[config.mk]
export PLATFORM = sky130hd
export DESIGN_NAME = uart_rx
export DESIGN_NICKNAME = d
export VERILOG_FILES = /design/src/rtl/uart_rx.sv
export SDC_FILE = /design/constraint.sdc
export NUM_CORES = 1
export LEC_CHECK = 0
export BUFFER_PORTS_ARGS = -buffer_cell sky130_fd_sc_hd__buf_2
export CAP_MARGIN = 20
export CORE_MARGIN = 3
export CORE_UTILIZATION = 30
export DETAILED_ROUTE_END_ITERATION = 16
export PLACE_DENSITY = 0.53
export SLEW_MARGIN = 10
export SYNTH_ARGS = -nofsm -noshare
export SYNTH_HDL_FRONTEND = slang
export SYNTH_SLANG_ARGS = --single-unit
[constraint.sdc]
create_clock -name CLK -period 2.2 [get_ports CLK]
set_input_delay 0.44 -clock CLK [delete_from_list [all_inputs] [get_ports CLK]]
set_output_delay 0.44 -clock CLK [all_outputs]
set_load 0.05 [all_outputs]
[src/rtl/uart_rx.sv]
// uart_rx: asynchronous serial receiver, mid-bit sampling timed from the start edge.
// Optional UART_RX_MAJORITY_EN: 2-of-3 majority vote around each bit centre.
`ifndef FCLK
`define FCLK 12000000
`endif

module uart_rx #(
  parameter int Bauds = 1000000,
  parameter int Wdata = 8,
  parameter int Wstop = 1
) (
  input  logic             CLK,
  input  logic             RST_N,
  input  logic             RXD,
  output logic [Wdata-1:0] DOUT,
  output logic             VALID,
  output logic             FERR,
  output logic             BUSY
);
  localparam int NT = `FCLK / Bauds;
  localparam int CW = $clog2(NT);
  localparam int IW = (Wdata > 1) ? $clog2(Wdata) : 1;
  localparam logic [CW-1:0] HALF = CW'(NT / 2 - 1);
  localparam logic [CW-1:0] FULL = CW'(NT - 1);
  localparam logic [IW-1:0] LAST = IW'(Wdata - 1);
  localparam logic LSTP = 1'(Wstop - 1);

  typedef enum logic [2:0] {
    IDLE, START, DATA, STOP, BREAK
  } state_t;

  state_t           state_q, state_d;
  logic [1:0]       sync_q;
  logic [1:0]       fill_q;
  logic             rxs;
  logic             armed_q, armed_d;
  logic [CW-1:0]    cnt_q, cnt_d;
  logic [IW-1:0]    idx_q, idx_d;
  logic             stp_q, stp_d;
  logic             err_q, err_d;
  logic [Wdata-1:0] sh_q, sh_d;
  logic [Wdata-1:0] dout_d;
  logic             valid_d, ferr_d, busy_d;
  logic             tick, evt, samp, bad;

  assign rxs  = sync_q[1];
  assign tick = (cnt_q == '0);

`ifdef UART_RX_MAJORITY_EN
  logic s1_q, s0_q, pend_q, active;

  assign active = (state_q == START) || (state_q == DATA) ||
                  (state_q == STOP);

  always_ff @(posedge CLK or negedge RST_N) begin
    if (!RST_N) begin
      s1_q   <= 1'b1;
      s0_q   <= 1'b1;
      pend_q <= 1'b0;
    end else begin
      if (cnt_q == CW'(1)) s1_q <= rxs;
      if (tick) s0_q <= rxs;
      pend_q <= tick && active;
    end
  end

  // third vote is the live rxs in the cycle after the centre tick
  assign evt  = pend_q;
  assign samp = (s1_q & s0_q) | (s1_q & rxs) | (s0_q & rxs);
`else
  assign evt  = tick;
  assign samp = rxs;
`endif

  assign bad = err_q | ~samp;

  always_comb begin
    state_d = state_q;
    cnt_d   = cnt_q;
    idx_d   = idx_q;
    stp_d   = stp_q;
    err_d   = err_q;
    sh_d    = sh_q;
    armed_d = armed_q;
    dout_d  = DOUT;
    ferr_d  = FERR;
    busy_d  = BUSY;
    valid_d = 1'b0;
    if (state_q == START || state_q == DATA || state_q == STOP)
      cnt_d = tick ? FULL : cnt_q - CW'(1);
    unique case (state_q)
      IDLE: begin
        cnt_d = '0;
        // only arm once a genuine idle-high line has been seen
        if (fill_q[1] && rxs) armed_d = 1'b1;
        if (armed_q && !rxs) begin
          state_d = START;
          cnt_d   = HALF;
          busy_d  = 1'b1;
        end
      end
      START: begin
        if (evt) begin
          if (samp) begin
            state_d = IDLE;
            busy_d  = 1'b0;
          end else begin
            state_d = DATA;
            idx_d   = '0;
            err_d   = 1'b0;
          end
        end
      end
      DATA: begin
        if (evt) begin
          sh_d[idx_q] = samp;
          if (idx_q == LAST) begin
            state_d = STOP;
            stp_d   = 1'b0;
          end else begin
            idx_d = idx_q + IW'(1);
          end
        end
      end
      STOP: begin
        if (evt) begin
          err_d = bad;
          if (stp_q == LSTP) begin
            dout_d  = sh_q;
            ferr_d  = bad;
            valid_d = 1'b1;
            busy_d  = 1'b0;
            state_d = bad ? BREAK : IDLE;
          end else begin
            stp_d = 1'b1;
          end
        end
      end
      BREAK: begin
        cnt_d = '0;
        if (rxs) state_d = IDLE;
      end
      default: state_d = IDLE;
    endcase
  end

  always_ff @(posedge CLK or negedge RST_N) begin
    if (!RST_N) begin
      state_q <= IDLE;
      sync_q  <= 2'b11;
      fill_q  <= 2'b00;
      armed_q <= 1'b0;
      cnt_q   <= '0;
      idx_q   <= '0;
      stp_q   <= 1'b0;
      err_q   <= 1'b0;
      sh_q    <= '0;
      DOUT    <= '0;
      VALID   <= 1'b0;
      FERR    <= 1'b0;
      BUSY    <= 1'b0;
    end else begin
      state_q <= state_d;
      sync_q  <= {sync_q[0], RXD};
      fill_q  <= {fill_q[0], 1'b1};
      armed_q <= armed_d;
      cnt_q   <= cnt_d;
      idx_q   <= idx_d;
      stp_q   <= stp_d;
      err_q   <= err_d;
      sh_q    <= sh_d;
      DOUT    <= dout_d;
      VALID   <= valid_d;
      FERR    <= ferr_d;
      BUSY    <= busy_d;
    end
  end

endmodule

==> flow_summary_export.csv <==
group,metric,value,unit
run_status,status,"finished, final reports clean",
sta,relSlewSlack,49.3,%
clock_network,cts_hold_buffers,0,
floorplanning,die_area,6260,µm²
worst_setup_path,crit_fanout,6,
worst_setup_path,critPathRequiredTime,2370,ps
drt,ant_nets,0,
sta,max_slew.worst_pin.slew,760,ps
placed_design,io_buffers,13,
drt,wl_per_cell,14.5,µm
sta,fin_crit,2070,ps
clock_network,cts_buffers,5,
worst_setup_path,worstPathBufferInverterCount,1,
synthesis,syn-num-nets,136,
synthesis,synth.largest_area_cell,"dfrtp_1",
worst_setup_path,worst_path_largest_cell_delay,560,ps
worst_setup_path,cp-start-kind,"flop",
synthesis,synth_area_leaders,"dfrtp_1 (52%), mux2_1 (12%), dfstp_2 (3.3%), ha_1 (3.1%), nor4b_4 (3.0%)",
global_routing,grt_max_degree,36,
drt,via_count,1039,
pwr,finalPower,2.01,mW
global_routing,grt_overflow_total,0,
global_routing,antenna_found_initial,0,
cells_and_area,final_nets,151,
pwr,power_density,1110,nW/µm²
clock_network,clockBufferDepth,2,
synthesis,synthCells,129,
placed_design,post-dp-hpwl,2.09,mm
pwr,ir_drop,536,µV
cells_and_area,final_cells,212,
worst_setup_path,worstSetupPathType,"flop to flop",
sta,slew_viol_final,0,
sta,hold_viol_final,0,
synthesis,ys_seq_area_share,54.8,%
cells_and_area,drive_gt1_share,22.8,%
worst_setup_path,crit_family,"simple AND/OR/NAND/NOR gates",
drt,drt-total-wl,3.07,mm
floorplanning,die_h,79.1,µm
synthesis,yosysMostFrequentCell,"dfrtp_1",
floorplanning,core,4940,µm²
clock_network,clkLatencyLatePin,290,ps
floorplanning,die_w,79.1,µm
sta,period_share,93.9,%
worst_setup_path,crit_chain,"inv_1 > ha_1 > or4b_4 > nor4b_4 > mux2_1",
synthesis,async_flop_share,100,%
sta,max_clock_freq,484,MHz
worst_setup_path,crit_slowest_cell,"or4b_4",
global_routing,grt_usage,11.0,%
clock_network,clock_sinks,35,
synthesis,ys_ff_latch,35,
clock_network,ctsHtreeMaxLevel,2,
synthesis,yosys_warnings,0,
worst_setup_path,worstPathArrival,2230,ps
run,cap_violations,0,
clock_network,cts_tree,"built",
clock_network,cts_root_buf,"clkbuf_8",
synthesis,synth_top_area_share,51.5,%
drt,drc_errors,0,
placed_design,dp.cells,204,
placed_design,gp_congestion,0.826,
synthesis,synth_enable_flop_cells,0,
floorplanning,start_util,32.4,%
cells_and_area,area_delta_synth_final,13.6,%
sta,finClkSkew,6.43,ps
drt,via_per_inst,4.90,
worst_setup_path,critPathCaptureType,"flop",
synthesis,syn_area,1600,µm²
floorplanning,num_rows,25,
synthesis,syn_avg_cell_area,12.4,µm²
synthesis,synthFlopType,"dfrtp_1",
sta,tns,0,ps
drt,drt_iter0_drc,46,
global_routing,grt_pass1_vias,1097,
worst_hold_path,hold_path.class,"input port to asynchronous set/reset pin",
synthesis,ys_top_cells_by_count,"dfrtp_1 (33), mux2_1 (17), nor2_1 (8), clkbuf_1 (6), inv_1 (5)",
clock_network,clkTransAtPathRegs,70,ps
cells_and_area,antenna-diode-count,0,
sta,rsz0062_at_grt,"false",
global_routing,grt_pass1_wl,5.30,mm
sta,setup_viol,0,
clock_network,cts_setup_buffers,0,
drt,firstDrtPassIters,4,
synthesis,synth_cell_types,38,
pwr,p_leak,0.865,nW
floorplanning,io-pin-count,14,
[through the flow]
stage / setup slack (ps) / instance area, µm² / hold slack (ps) / utilization, %
final: 134 / 1820 / 223 / 36.8
after global routing: 51.4 / 1820 / 238 / 36.8
after CTS: 18.9 / 1820 / 246 / 36.8
after detailed placement: 75.9 / 1740 / 337 / 35.1
after global placement: 143 / 1740 / 336 / 35.1
after floorplan: 273 / 1600 / 144 / -
[per-layer routing]
layer	vias to the layer above	share of wire, %	track usage, %
met3	8	2.9	3.17
met5	-	0	0
met4	0	2.6	6.01
met1	531	46	13.6
li1	485	-	-
met2	15	48	17.3
[path summary, 6_finish.rpt]
| kind | startpoint | to | slack, ps | cells after the start |
|---|---|---|---|---|
| setup / recovery | cnt_q[0] | sh_q[6] | 130 | 5 |
| hold / removal | RST_N | cnt_q[2] | 220 | 1 |
| setup reg to reg | cnt_q[0] | sh_q[6] | 130 | 5 |
| hold reg to reg | fill_q[0] | fill_q[1] | 350 | 0 |
| max in group asynchronous | RST_N | sh_q[2] | 1490 | 1 |
| min in group CLK | RXD | sync_q[0] | 250 | 1 |
[flip-flops by register name, summed over array words and instances (netlist names), 2 cells and up]
name	cells
cnt_q	4
sh_q	8
state_q	3
fill_q	2
sync_q	2
DOUT	8
idx_q	3
[cells in the final DEF, fill, tap and decap left out, drive strengths merged]
master,synthesis,final
nand3,3,3
dfrtp,33,33
clkbuf,6,7
a22oi,1,1
nor2,8,8
xnor2,1,1
o21bai,1,1
dfstp,2,2
ha,4,4
nand4,3,3
inv,6,6
nor3,4,4
a211oi,2,2
and2,1,1
nor4,2,2
o31ai,3,3
a21oi,3,3
nor3b,4,4
mux2i,1,1
nor2b,2,2
nand2b,1,1
and4bb,1,1
mux2,18,18
nor4b,2,2
a311oi,1,1
conb,1,1
buf,2,16
a31o,1,1
a22o,2,2
clkinv,0,1
nand2,4,4
nand3b,1,1
or4b,1,1
o21ai,3,3
nand4b,1,1
[cell families after synthesis]
logic type               synth area share, %
other                                  0.234
AO/OA/AOI/OAI                           7.34
XOR/XNOR                               0.547
multiplexers                            13.3
adder cells (fa/ha/maj)                 3.12
buffers and inverters                   3.82
AND/OR/NAND/NOR                         16.9
flip-flops                              54.8
[power by group]
group | total [mW] | leakage [nW] | internal, mW | switching, mW
logic | 0.652 | 0.369 | 0.260 | 0.392
registers | 0.919 | 0.454 | 0.766 | 0.153
clock network | 0.443 | 0.0422 | 0.222 | 0.221
total | 2.01 | 0.865 | 1.25 | 0.766
[final cells by class]
cell class                      count  area, µm²
Clock buffer                        7       76.3
Clock inverter                      1       5.00
Inverter                            6       22.5
Tap cell                           67       83.8
Sequential cell                    35        878
Timing Repair Buffer               16       87.6
Multi-Input combinational cell     80        667
Fill cell                         524       3120
[what timing repair did]
item / CTS / global route
setup endpoints to repair: 0 / 3
endpoints found under the hold margin: 0 / 0
gates resized for setup: 0 / 1
Power figures use the tool's default switching activity.
